<file path="config.mk">
export PLATFORM = sky130hd
export DESIGN_NAME = uart_out
export DESIGN_NICKNAME = d
export VERILOG_FILES = /design/src/rtl/uart_out.sv
export SDC_FILE = /design/constraint.sdc
export NUM_CORES = 1
export LEC_CHECK = 0
export CORE_MARGIN = 3
export CORE_UTILIZATION = 40
export CTS_CLUSTER_SIZE = 14
export DETAILED_ROUTE_END_ITERATION = 8
export PLACE_DENSITY = 0.68
export SYNTH_ARGS = -nofsm -noshare
export SYNTH_HDL_FRONTEND = slang
export SYNTH_SLANG_ARGS = --single-unit
</file>
<file path="constraint.sdc">
create_clock -name clk -period 2.3 [get_ports clk]
set_clock_uncertainty 0.05 [all_clocks]
set_input_delay 0.23 -clock clk [delete_from_list [all_inputs] [get_ports clk]]
set_output_delay 0.23 -clock clk [all_outputs]
set_load 0.01 [all_outputs]
</file>
<file path="src/rtl/uart_out.sv">
// uart_out: 8N1 MSB-first transmit-only serializer with an active-low valid/ready input.
module uart_out #(
   parameter int CDIV = 2
) (
   input  logic       clk,
   input  logic       n_rst,
   input  logic       n_valid,
   output logic       n_ready,
   input  logic [7:0] data,
   output logic       tx
);
   localparam int DW = CDIV > 1 ? $clog2(CDIV) : 1;
   localparam logic [DW-1:0] DIV_LAST = DW'(CDIV - 1);
   logic [7:0] shreg_q, shreg_d;
   logic [DW-1:0] div_q, div_d;
   logic [3:0] tx_index, tx_index_d;
   logic n_empty, n_empty_d, tx_q, tx_d;
   logic accept, bit_end;
   assign n_ready = n_empty;
   assign tx = tx_q;
   assign accept = !n_empty && !n_valid;
   assign bit_end = n_empty && div_q == DIV_LAST;
   // index 0 is the start bit; index 8 holds data[0], whose end drops back to idle
   always_comb begin
      shreg_d = shreg_q;
      div_d = div_q;
      tx_index_d = tx_index;
      n_empty_d = n_empty;
      tx_d = tx_q;
      if (accept) begin
         shreg_d = data;
         n_empty_d = 1'b1;
         tx_d = 1'b0;
         div_d = '0;
         tx_index_d = '0;
      end else if (bit_end) begin
         div_d = '0;
         if (tx_index == 4'd8) begin
            tx_d = 1'b1;
            n_empty_d = 1'b0;
            tx_index_d = '0;
         end else begin
            tx_d = shreg_q[7];
            shreg_d = {shreg_q[6:0], 1'b0};
            tx_index_d = tx_index + 4'd1;
         end
      end else if (n_empty) begin
         div_d = div_q + 1'b1;
      end
   end
   always_ff @(posedge clk) begin
      if (n_rst) begin
         shreg_q <= '0;
         div_q <= '0;
         tx_index <= '0;
         n_empty <= 1'b0;
         tx_q <= 1'b1;
      end else begin
         shreg_q <= shreg_d;
         div_q <= div_d;
         tx_index <= tx_index_d;
         n_empty <= n_empty_d;
         tx_q <= tx_d;
      end
   end
endmodule

</file>
==> results_dict.tcl <==
set metrics [dict create \
    outcome "finished clean" \
    yosysMostFrequentCell "dfxtp_1" \
    yosys_warnings 0 \
    crit_type "flop to output pin" \
    required_ps 2020 \
    relSlewSlack_pct 66.20 \
    wl_met2_microns 691 \
    ys_seq_area_share_pct 40.89 \
    combinationalPowerShare_pct 13.4 \
    clk_pin_slew_ps 90 \
    first_iter_violations 4 \
    min_to "shreg_q[3]" \
    vias_per_cell 5.454 \
    r2r_start "tx_index[0]" \
    p_int_uw 380.7 \
    startpoint_type "flop" \
    die_w_microns 48.85 \
    setup_ws_ps 596.5 \
    numCtsBuffers 3 \
    dieArea_sq_um 2386 \
    fmax_mhz 587.0 \
    syn_inst 84 \
    post_cts_buffers 0 \
    yosysTopAreaCell "dfxtp_1" \
    timing.hold.ws_ps 442.9 \
    ioPinCount 13 \
    vdd_ir_drop_max_v 0.0004580 \
    grt_max_degree 17 \
    grt-ovfl-total 0 \
    path_delay_family "buffers and inverters" \
    endpoint_kind "output pin" \
    seqPwrFrac_pct 57.1 \
    antenna_found_initial 0 \
    r2r_cells 5 \
    period_share_pct 74.06 \
    synth_area_sq_um 734.5 \
    buffer_ports.inserted 12 \
    syn_nets 97 \
    hp-start "shreg_q[2]" \
    worst_path_max_delay_cell "clkdlybuf4s50_1" \
    ys_types 28 \
    rsz0062_at_grt "no" \
    clk-insertion-delay-late_ps 280 \
    grt_pass1_wl_microns 2566 \
    highest_layer "met3" \
    cts_tree "built" \
    wl_per_cell_microns 12.69 \
    finalSetupTns_ps 0 \
    synthFlopType "dfxtp_1" \
    dpl_worst_slack_ps 589.2 \
    cts_hold_buf 0 \
    postLayoutCellArea_sq_um 868.3 \
    place_inst 115 \
    path_cells "clkdlybuf4s50_1" \
    swShare_pct 24.62 \
    met1_length_microns 718 \
    report.final.hold_viol_count 0 \
    drt_first_pass_iters 4 \
    synth.top_cells.by_count "dfxtp_1, nor2_1, nand3_1" \
    drv_cap 0 \
    dp_hpwl_microns 1034 \
    p_switching_uw 124.4 \
    layout_min_cycle_time_ps 1703 \
    synth_seq_cells 15 \
    row_count 14 \
    synth_edf_count 0 \
    h-tree-depth 1 \
    n_antenna_cell 0 \
    hold_path.class "flop to flop" \
    root_buffer "clkbuf_4" \
    dpl_cell_area_sq_um 842.1 \
    grt_pass1_vias 588 \
    pwr-share-clk_pct 29.5 \
    leakage_nw 0.2977 \
    routed_wl_microns 1510 \
    syn2layout_area_growth_pct 18.23 \
    r2r_slack_ps 690 \
    cts_resized 0 \
    fin_cells 119 \
    antenna_left 0 \
    synthArstFlopShare_pct 0 \
    routabilityCongestion 0.7569 \
    hold_path_depth 2 \
    clock_path_buffers 2 \
    drv_slew 0 \
    worst_path_largest_cell_delay_ps 610 \
    wl_met3_microns 100 \
    start_util_pct 45.57 \
    coreArea_sq_um 1612 \
    drc 0 \
    cts_sinks 15 \
    worst-path-buf-inv 1 \
    yosys-top-cells-area "dfxtp_1, a311oi_1, nand3_1, nor2_1, o21ai_0" \
    arrival_ps 1420 \
    setup_violations 0 \
    grt_usage_pct 13.59 \
    drive_above_1_share_pct 6.316 \
    syn_avg_cell_area_sq_um 8.744 \
    r2r_end "tx" \
    finalNetCount 109 \
    tightest_slew_ps 507.0 \
    powerDensity_nw_per_um2 581.7 \
    chipHeight_microns 48.85 \
    cp_max_fo 13 \
    num_vias 649 \
    yosys.area.top_type_share_pct 40.89 \
]
[cell families after synthesis]
group / Yosys count / share of synthesized area (%)
xor+xnor: 1 / 1.193
simple gates: 34 / 23.68
mux: 2 / 2.896
buf+inv: 8 / 7.836
flops: 15 / 40.89
compound gates: 22 / 20.10
fa+ha+maj: 2 / 3.407
[placed cells by master, fill, tap and decap left out]
cell type	Yosys	layout
a21oi_1	4	4
nor2_1	11	11
nand3b_1	3	3
nor3_1	2	2
nand2_1	3	3
dfxtp_1	15	15
a221o_1	1	1
inv_1	2	2
o21ai_0	7	7
a21o_1	1	1
or3b_1	1	1
nand3_1	9	9
nor2b_1	1	1
xor2_1	1	1
and2_2	1	1
ha_1	2	2
mux2_2	1	1
or2_1	1	1
clkdlybuf4s50_1	0	12
clkbuf_4	0	3
and3b_1	1	1
a311oi_1	7	7
buf_4	0	1
mux2i_1	1	1
o211ai_1	1	1
clkbuf_1	1	1
nand4_1	1	1
a31oi_1	1	1
[sequential cells by signal, summed over array words and instances (netlist names)]
| register | cells |
|---|---|
| div_q | 1 |
| tx | 1 |
| tx_index | 4 |
| n_ready | 1 |
| shreg_q | 8 |
[power groups by stage]
| stage | registers (mW) | clock network (mW) | logic [mW] |
|---|---|---|---|
| final | 0.288 | 0.149 | 0.0675 |
| after global routing | 0.291 | 0.165 | 0.0753 |
| after CTS | 0.288 | 0.156 | 0.0681 |
| after detailed placement | 0.294 | 0 | 0.0679 |
| after global placement | 0.294 | 0 | 0.0667 |
| after floorplan | 0.290 | 0 | 0.0425 |
[per-layer routing]
metal	vias up	track usage, %
met3	0	7.034
met5	-	0
li1	332	-
met2	14	19.00
met1	303	18.46
met4	0	2.844
[cell type report]
| class | count | area, sq um |
|---|---|---|
| Clock buffer | 4 | 26.28 |
| Fill cell | 180 | 743.2 |
| Inverter | 2 | 7.507 |
| Multi-Input combinational cell | 61 | 376.6 |
| Sequential cell | 15 | 300.3 |
| Tap cell | 24 | 30.03 |
| Timing Repair Buffer | 13 | 127.6 |
[worst max-delay path by stage]
stage,from,endpoint,slack (ps),cells past startpoint
CTS,n_ready,n_ready,600,1
floorplan,tx_index[0],tx,830,6
finish,n_ready,n_ready,600,1
global route,n_ready,n_ready,520,1
global placement,n_valid,shreg_q[1],650,4
detailed placement,n_valid,shreg_q[7],590,4
[per-stage QoR]
step	utilization (%)	total power [mW]
6_report	53.88	0.5051
5_1_grt	53.88	0.5310
4_1_cts	53.88	0.5119
3_5_place_dp	52.25	0.3620
3_3_place_gp	52.25	0.3604
2_1_floorplan	-	0.3329
No activity file was read; power rests on OpenSTA's default activity.
